===== config.mk =====
export PLATFORM = sky130hd
export DESIGN_NAME = ddc_mixer
export DESIGN_NICKNAME = d
export VERILOG_FILES = /design/src/rtl/ddc_mixer.sv
export SDC_FILE = /design/constraint.sdc
export NUM_CORES = 1
export LEC_CHECK = 0
export CAP_MARGIN = 20
export CORE_UTILIZATION = 30
export DETAILED_ROUTE_END_ITERATION = 10
export DONT_BUFFER_PORTS = 1
export MAX_ROUTING_LAYER = met4
export PLACE_DENSITY_LB_ADDON = 0.2
export SYNTH_ARGS = -nofsm -noshare
export SYNTH_HDL_FRONTEND = slang
export SYNTH_SLANG_ARGS = --single-unit

===== constraint.sdc =====
create_clock -name clk -period 7.01 [get_ports clk]
set_clock_uncertainty 0.15 [all_clocks]
set_input_delay 1.402 -clock clk [delete_from_list [all_inputs] [get_ports clk]]
set_output_delay 1.402 -clock clk [all_outputs]
set_load 0.1 [all_outputs]

===== src/rtl/ddc_mixer.sv =====
// Digital down-converter mixer: multiplies ADC samples by the NCO sine word.
// The product is rounded half-up, saturated to OW bits and emitted through a
// three-stage pipeline that fully stalls whenever clken is low.
module ddc_mixer #(
    parameter int DW = 16,
    parameter int NW = 16,
    parameter int OW = 16
) (
    input  logic                 clk,
    input  logic                 reset_n,
    input  logic                 clken,
    input  logic signed [DW-1:0] adc_i,
    input  logic                 adc_valid,
    input  logic signed [NW-1:0] nco_sin,
    input  logic                 nco_valid,
    input  logic                 ovf_clr,
    output logic signed [OW-1:0] mix_o,
    output logic                 mix_valid,
    output logic                 ovf_sticky,
    output logic                 misalign_sticky,
    output logic [31:0]          mix_count
);

    localparam int PW   = DW + NW;
    localparam int SH   = PW - 1 - OW;
    localparam int SHM1 = (SH > 0) ? SH - 1 : 0;

    // One extra bit above the product so adding the rounding half cannot wrap.
    localparam logic signed [PW:0] ONE  = 1;
    localparam logic signed [PW:0] HALF = (SH > 0) ? (ONE <<< SHM1) : '0;
    localparam logic signed [PW:0] MAXV = {{(PW + 2 - OW){1'b0}}, {(OW - 1){1'b1}}};
    localparam logic signed [PW:0] MINV = {{(PW + 2 - OW){1'b1}}, {(OW - 1){1'b0}}};

    function automatic logic signed [PW:0] round_half_up(input logic signed [PW-1:0] p);
        logic signed [PW:0] s;
        s = {p[PW-1], p};
        s = s + HALF;
        return s >>> SH;
    endfunction

    function automatic logic is_sat(input logic signed [PW:0] r);
        return (r > MAXV) || (r < MINV);
    endfunction

    function automatic logic signed [OW-1:0] saturate(input logic signed [PW:0] r);
        if (r > MAXV)
            return {1'b0, {(OW - 1){1'b1}}};
        else if (r < MINV)
            return {1'b1, {(OW - 1){1'b0}}};
        else
            return r[OW-1:0];
    endfunction

    logic signed [DW-1:0] adc_p0;
    logic signed [NW-1:0] nco_p0;
    logic                 vld_p0;
    logic signed [PW-1:0] prod_p1;
    logic                 vld_p1;
    logic signed [PW:0]   rnd_p1;
    logic                 accept;
    logic                 misalign;

    assign accept   = adc_valid & nco_valid;
    assign misalign = adc_valid ^ nco_valid;
    assign rnd_p1   = round_half_up(prod_p1);

    // Datapath registers: operands (S1) and full-precision product (S2), no reset needed.
    always_ff @(posedge clk) begin
        if (clken) begin
            adc_p0  <= adc_i;
            nco_p0  <= nco_sin;
            prod_p1 <= adc_p0 * nco_p0;
        end
    end

    // S1/S2 valid pipeline; reset discards pairs in flight.
    always_ff @(posedge clk) begin
        if (!reset_n) begin
            vld_p0 <= 1'b0;
            vld_p1 <= 1'b0;
        end else if (clken) begin
            vld_p0 <= accept;
            vld_p1 <= vld_p0;
        end
    end

    // S3 output stage: result only updates on a valid pair, otherwise holds.
    always_ff @(posedge clk) begin
        if (!reset_n) begin
            mix_o     <= '0;
            mix_valid <= 1'b0;
            mix_count <= '0;
        end else if (clken) begin
            mix_valid <= vld_p1;
            if (vld_p1) begin
                mix_o     <= saturate(rnd_p1);
                mix_count <= mix_count + 32'd1;
            end
        end
    end

    // Sticky status flags; a new event in the same cycle as a clear keeps the flag set.
    always_ff @(posedge clk) begin
        if (!reset_n) begin
            ovf_sticky      <= 1'b0;
            misalign_sticky <= 1'b0;
        end else if (clken) begin
            if (vld_p1 && is_sat(rnd_p1))
                ovf_sticky <= 1'b1;
            else if (ovf_clr)
                ovf_sticky <= 1'b0;

            if (misalign)
                misalign_sticky <= 1'b1;
            else if (ovf_clr)
                misalign_sticky <= 1'b0;
        end
    end

endmodule


==> results.toml <==
[setup_path]
critPathMostFrequentCell = "fa_1"
slowest_delay_ps = 630
cp_cell_sequence = "and2_1, fa_1, inv_1, fa_1, fa_1, inv_1, fa_1, fa_1, inv_1, fa_1, inv_1, ha_1, a2111oi_0, o21ai_1, o21a_1, a211oi_2, a211o_1, a2111oi_0, a311o_1"
endpoint_kind = "flip-flop"
r2r_slack_ps = 410
path_class = "flip-flop to flip-flop"
crit_fanout = 16
cp_data_required_time_ps = 7010
cp-start-kind = "flip-flop"
cp.arrival_ps = 6600
cp_slowest_cell = "edfxtp_1"

[timing]
grt_setup_unrepaired = "false"
slew_viol_final = 0
period_minus_slack_ps = 6600
slew_headroom = 0.226
worstMarginPinSlew_ps = 1160
hold_violations = 0
max_freq_mhz = 152
setup_viol = 0
setup_tns_ps = 0
setup_ws_ps = 410
final.period_utilization = 0.941

[clock_network]
clkSinkCount = 103
htree_levels = 3
numCtsBuffers = 9
cts-root-buf = "clkbuf_16"
cts_buffer_depth = 2
cts_tree = "yes"
hold_buffers = 0
path_clk_slew_ps = 90
clkLatencyLatePin_ps = 400

[routing]
drt-total-wl_um = 31900
drt-pass1-iter-count = 4
routed_via_density = 4.50
drc = 0
vias = 8934
drt_iter0_drc = 357
wl_per_cell_um = 16.1
ant_nets = 0

[synthesis]
ys_seq_elements = 103
yosys-top-cells-count = "inv_1 (301), fa_1 (261), and2_1 (151)"
synth-edff-count = 50
synth_area_sq_um = 13700
async_flop_share = 0
yosysMostFrequentCell = "inv_1"
syn_inst = 1379
synth-seq-area-share = 0.187
synth_top_area_share = 0.381
ys.flop_type = "dfxtp_1"
ys_types = 69
synth_area_leader_cell = "fa_1"
synth_area_leaders = "fa_1 (38%), edfxtp_1 (11%), inv_1 (8.2%)"
avgSynthCellArea_sq_um = 9.95
syn_nets = 1760
yosysWarnings = 0

[worst_hold_path]
hold_class = "flip-flop to flip-flop"

[floorplanning]
start_util = 0.307
die-area_sq_um = 46600
fp-row-count = 77
die_h_um = 216
die-width_um = 216
pin_count = 89
core-area_sq_um = 44600

[placed_design]
port_buffers = 0
place_worst_setup_slack_ps = 314
place.detailed.hpwl_um = 26600
place_congestion = 0.825
placed_area_sq_um = 14500

[grt]
grt_max_degree = 58
grt.overflow.total = 0
grt_pass1_wl_um = 54000
grt_usage = 0.155
antenna_found_initial = 0
first_global_vias = 10160

[final_layout]
fill_cells = 4659
syn_to_final_growth_pct = 8.68
final_core_util = 0.334
multi_input_area_sq_um = 9840
final-seq-area_sq_um = 2560
nNetsFinal = 1768
fin_area_sq_um = 14900
drive_above_1_share = 0.0625
diodes = 0

[status]
status = "finished clean"

[flow_run]
cap_violations = 0
## cell families after synthesis
family	after synthesis	synth area share
AOI/OAI and AO/OA	93	0.0492
xor gates and xnor gates	69	0.0441
adders and majority gates	343	0.456
buffers and inverters	345	0.0956
DFF	103	0.187
muxes	2	0.00146
and+or+nand+nor	424	0.167
## through the flow
step / hold WS, ps / instances
global route: 411 / 1984
finish: 386 / 1984
detailed placement: 375 / 1961
global placement: 361 / 1961
floorplan: 332 / 1379
CTS: 391 / 1977
## flip-flops by register name (all words and copies together) (netlist names)
name	flops
mix_count	32
prod_p1	18
adc_p0	16
mix_o	16
nco_p0	16
misalign_sticky	1
mix_valid	1
ovf_sticky	1
vld_p0	1
vld_p1	1
## cell type report
| cell class | instances | area share |
|---|---|---|
| clock buffers | 9 | 0.0151 |
| clock inverters | 7 | 0.00655 |
| inverters | 301 | 0.0758 |
| multi-input cells | 931 | 0.660 |
| flip-flops and latches | 103 | 0.172 |
| well taps | 592 | 0.0497 |
| repair buffers | 41 | 0.0207 |
## routing by layer
metal,vias up,global-route usage,wire length [um]
li1,4203,-,-
met2,93,0.275,17000
met4,0,0.0480,575
met1,4607,0.178,13500
met5,-,-,0
met3,31,0.0257,832
## cell usage in the layout, fill, tap and decap left out, types with 5 or more instances in the layout
master,n
a21o_1,5
a21oi_1,20
and2_1,151
and3_1,10
buf_4,41
clkbuf_16,9
dfxtp_1,53
edfxtp_1,50
fa_1,261
ha_1,82
inv_1,301
nand2_1,143
nand2b_1,6
nand3_1,32
nand4_1,9
nor2_1,32
nor2b_1,10
o21a_1,9
o21ai_0,13
o21ai_1,5
xnor2_1,47
xor2_1,22
## critical path, delay by kind of cell, from the launching register on
kind / cells / cell delay (ps)
AOI/OAI and AO/OA: 7 / 1660
adders and majority gates: 7 / 3430
buffers and inverters: 4 / 210
DFF: 1 / 630
and+or+nand+nor: 1 / 290
## worst paths after layout
check,depth (start not counted),startpoint,to
setup / recovery,19,nco_p0[5]$_DFFE_PP_,prod_p1[30]$_DFFE_PP_
hold / removal,2,vld_p0$_SDFFE_PN0P_,vld_p0$_SDFFE_PN0P_
setup reg to reg,19,nco_p0[5]$_DFFE_PP_,prod_p1[30]$_DFFE_PP_
hold reg to reg,2,vld_p0$_SDFFE_PN0P_,vld_p0$_SDFFE_PN0P_
## what timing repair did
| action | in CTS | in global routing |
|---|---|---|
| endpoints found under the setup margin | 0 | 2 |
| setup buffers | 0 | 7 |
| hold endpoints to repair | 0 | 0 |
| resized for setup | 0 | 0 |
Power is left out: the tool's default activity adds up to more than one toggle a clock period on the data nets, which glitch-free logic cannot reach.
==> RTL change 1 (same flow settings) <==
Put one more register stage on the output `mix_count`. The value now appears one clock later. The other outputs are not delayed to match.
--- a/src/rtl/ddc_mixer.sv
+++ b/src/rtl/ddc_mixer.sv
@@ -31,4 +31,6 @@
     localparam logic signed [PW:0] MAXV = {{(PW + 2 - OW){1'b0}}, {(OW - 1){1'b1}}};
     localparam logic signed [PW:0] MINV = {{(PW + 2 - OW){1'b1}}, {(OW - 1){1'b0}}};
+
+    logic [31:0] mix_count_s0;
 
     function automatic logic signed [PW:0] round_half_up(input logic signed [PW-1:0] p);
@@ -90,10 +92,10 @@
             mix_o     <= '0;
             mix_valid <= 1'b0;
-            mix_count <= '0;
+            mix_count_s0 <= '0;
         end else if (clken) begin
             mix_valid <= vld_p1;
             if (vld_p1) begin
                 mix_o     <= saturate(rnd_p1);
-                mix_count <= mix_count + 32'd1;
+                mix_count_s0 <= mix_count_s0 + 32'd1;
             end
         end
@@ -118,4 +120,8 @@
     end
 
+    always_ff @(posedge clk) begin
+        mix_count <= mix_count_s0;
+    end
+
 endmodule
 
Behaviour: not the same (Yosys sat finds a counterexample within 4 cycles, from zero or initial values and one cycle with reset_n low).
==> RTL change 1 against the unedited design <==
Worst setup slack got worse by 0.090 ns; non-clock buffer count fell by 19; synthesized area rose by 3.2%; final area rose by 4.0%; highest routed layer unchanged; global-route usage fell by 0.25 points; wire length rose by 0.86%; sequential cell count rose by 32.
Power is left out: the tool's default activity adds up to more than one toggle a clock period on the data nets, which glitch-free logic cannot reach.
==> RTL change 1: results (changes against the unedited design) <==
[clock_network]
path_clk_slew_ns=0.06  ; -0.03 ns
cts_inserted_buffers=17  ; +8
clk_latency_ns=0.46  ; +0.06 ns
cts_buffer_depth=2  ; unchanged
post_cts_resized=0  ; unchanged
htree_levels=4  ; +1

[synth]
ys_seq_area_share_pct=22.63  ; +3.9 points
synth_edf_count=50  ; unchanged
ys_types=46  ; -33%
synth_top_cells_by_count=300 x inv_1, 261 x fa_1, 154 x and2_1
synth_area_leaders=fa_1 37%, dfxtp_1 12%, edfxtp_1 11%

[route]
vias=9113  ; +2.0%
wl_mm=32.19  ; +0.86%
initialDrtViolationCount=450  ; +26%

[worst_setup_path]
slowest_stage=edfxtp_1
worst-path-max-fanout=16  ; unchanged
cp.arrival_ns=6.74  ; +0.14 ns
rr_worst_depth=19  ; unchanged

[cells_and_area]
fill_cells=4776  ; +2.5%
nets=1789  ; +1.2%
drive_above_1_share_pct=4.082  ; -2.2 points
largest_registers=mix_count: 32 flops, mix_count_s0: 32 flops, prod_p1: 18 flops

[global_routing]
grt_pass1_wl_mm=53.12  ; -1.6%
track_usage_pct=15.25  ; -0.25 points
first_global_vias=9979  ; -1.8%
grt_max_degree=58  ; unchanged
antenna_found_initial=1  ; +1
grt_overflow=0  ; unchanged

[placed_design]
hpwlAfterDp_mm=26.40  ; -0.71%
place.gp.congestion=0.8438  ; +2.3%

[sta]
worst_pin_slew_ns=0.9900  ; -0.1701 ns
slew_violations=0  ; unchanged

[run_status]
outcome=finished clean

[hold_path]
holdPathStages=0  ; -2

-- RTL change 1: cell families (layout without fill, tap and decap cells) --
| group | after synthesis | count (layout) | synth area share (%) |
|---|---|---|---|
| AOI/OAI and AO/OA | 105 | 105 | 4.641 |
| xor gates and xnor gates | 72 | 72 | 4.455 |
| adders and majority gates | 343 | 343 | 44.17 |
| buffers and inverters | 345 | 354 | 9.150 |
| DFF | 135 | 135 | 22.63 |
| muxes | 2 | 2 | 0.1414 |
| and+or+nand+nor | 410 | 410 | 14.82 |
-- RTL change 1: per-stage QoR --
stage	area (sq um)	cells	hold WS [ns]	setup WS (ns)
global placement	14910	1996	0.2136	0.2894
global route	15500	2028	0.2297	0.0006577
CTS	15500	2028	0.2248	0.2582
floorplan	14150	1412	0.2001	0.8413
finish	15500	2028	0.2192	0.3203
detailed placement	14910	1996	0.2121	0.2762
-- RTL change 1: layout make-up --
class	instances	area share (%)
clock inverter	14	1.009
inverter	300	7.263
tap	607	4.898
multi-input combinational	932	62.27
timing repair buffer	22	1.065
clock buffer	18	2.832
sequential	135	20.66
-- RTL change 1: path summary, 6_finish.rpt --
path	from	endpoint	slack [ns]
worst min-delay path	mix_count_s0[31]	mix_count[31]	0.22
worst max-delay path	nco_p0[6]	prod_p1[31]	0.32
worst max register to register	nco_p0[6]	prod_p1[31]	0.32
worst min register to register	mix_count_s0[31]	mix_count[31]	0.22
-- RTL change 1: metal layers --
metal | track usage (%) | share of wire (%) | up-vias
met3 | 3.119 | 3.9 | 49
met2 | 25.40 | 50 | 171
met4 | 6.644 | 3.2 | 0
met5 | - | 0 | -
met1 | 17.76 | 43 | 4629
li1 | - | - | 4264
-- RTL change 1: critical path, delay by kind of cell (launching register included) --
kind	cells	cell delay [ns]
AO/OA/AOI/OAI	5	1.50
XOR/XNOR	1	0.09
adder cells (fa/ha/maj)	7	3.38
buffers and inverters	4	0.20
AND/OR/NAND/NOR	2	0.46
flip-flops	1	0.63
==> RTL change 2 (same flow settings) <==
Without the edit above. `NW`: 16 -> 24.
--- a/src/rtl/ddc_mixer.sv
+++ b/src/rtl/ddc_mixer.sv
@@ -4,5 +4,5 @@
 module ddc_mixer #(
     parameter int DW = 16,
-    parameter int NW = 16,
+    parameter int NW = 24,
     parameter int OW = 16
 ) (
Interface: changed (resized nco_sin); port bits go from 89 to 97. No check against the original RTL was run, so the function may have changed too.
==> RTL change 2 against the unedited design <==
Count of clock-buffer cells in the layout unchanged; wire length grew 40%; sequential cell count up 8; worst setup slack worse by 0.16 ns; via count grew 32%; worst hold slack improved by 0.0021 ns; critical path depth is 4 higher; final cell count grew 32%; die area grew 28%; synthesized area increased by 28%; non-clock buffer count up 24; final area increased by 28%; critical endpoint is now prod_p1[37]; highest routed layer unchanged.
Power is left out: the tool's default activity adds up to more than one toggle a clock period on the data nets, which glitch-free logic cannot reach.
==> RTL change 2: results (changes against the unedited design) <==
[synth]
ys_seq_area_share_pct=15.96  ; -2.7 points
synth_edf_count=58  ; +16%
synth_area_leaders=fa_1 43%, edfxtp_1 9.9%, inv_1 9.7%
synth_top_cells_by_count=454 x inv_1, 373 x fa_1, 253 x nand2_1
synth-main-ff-cell=edfxtp_1
ys_types=53  ; -23%

[placed_design]
place_area_sq_um=18710  ; +29%
hpwlAfterDp_mm=36.58  ; +38%
place.gp.congestion=0.8661  ; +5.0%

[worst_setup_path]
crit_end=prod_p1[37]
worst-path-max-fanout=13  ; -3
ff2ff_setup_slack_ns=0.25  ; -0.16 ns
rr_worst_depth=23  ; +4
r2r-start=nco_p0[13]
cpPeakStageDelay_ns=0.78  ; +0.15 ns

[cells_and_area]
seq_share_pct=14.67  ; -2.5 points
seq_cells=111  ; +7.8%
largest_registers=mix_count: 32 flops, nco_p0: 24 flops, prod_p1: 18 flops
multi_input_gates=1212  ; +30%
inv_count=454  ; +51%
multi_input_area_share_pct=66.90  ; +0.88 points
n_all_buffers=65  ; +59%
nonClkBufAreaFrac_pct=2.816  ; +0.75 points
fill_cells=6007  ; +29%
nets=2370  ; +34%
drive_above_1_share_pct=4.952  ; -1.3 points
clk_share_pct=1.657  ; -0.51 points
antenna_cells=2  ; +2

[global_routing]
antenna_found_initial=3  ; +3
grtUsageMet2_pct=25.23  ; -2.3 points
grt_use_met1_pct=22.87  ; +5.1 points
first_global_vias=12906  ; +27%
grt_use_met3_pct=2.349  ; -0.22 points
grt_max_degree=66  ; +14%
track_usage_pct=16.49  ; +0.99 points
grt_pass1_wl_mm=72.62  ; +34%

[sta]
finalHoldWorstSlack_ns=0.3885  ; +0.002128 ns
worst_pin_slew_ns=1.112  ; -0.04828 ns

[route]
wl_per_cell_um=17.06  ; +6.0%
routed_via_density=4.477  ; -0.58%
initialDrtViolationCount=600  ; +68%
firstDrtPassIters=5  ; +1

[floorplanning]
die_x_um=244.0  ; +13%

[run_status]
outcome=finished clean

[hold_path]
holdPathStages=2  ; unchanged
hold_class=flip-flop to flip-flop

==> RTL change 2: per-stage QoR <==
| step | std cells | utilization (%) | worst slack, ns |
|---|---|---|---|
| final | 2625 | 33.05 | 0.2506 |
| after global routing | 2625 | 33.05 | 0.001093 |
| after CTS | 2615 | 32.92 | 0.1591 |
| after detailed placement | 2599 | 32.37 | 0.1551 |
| after global placement | 2599 | 32.37 | 0.2622 |
| after floorplan | 1846 | - | 0.7616 |
==> RTL change 2: logic make-up (layout without fill, tap and decap cells) <==
kind of cell | Yosys count | after routing | synth area share, %
other cells | 0 | 2 | 0
simple gates | 553 | 553 | 15.62
buf+inv | 523 | 535 | 11.26
flops | 111 | 111 | 15.96
compound gates | 118 | 118 | 4.161
xor+xnor | 68 | 68 | 3.391
fa+ha+maj | 471 | 471 | 49.50
mux | 2 | 2 | 0.1140
==> RTL change 2: routing by layer <==
metal,vias up,share of wire [%]
met5,-,0
met1,6061,48
met3,32,4.2
met2,207,46
li1,5452,-
met4,0,1.7
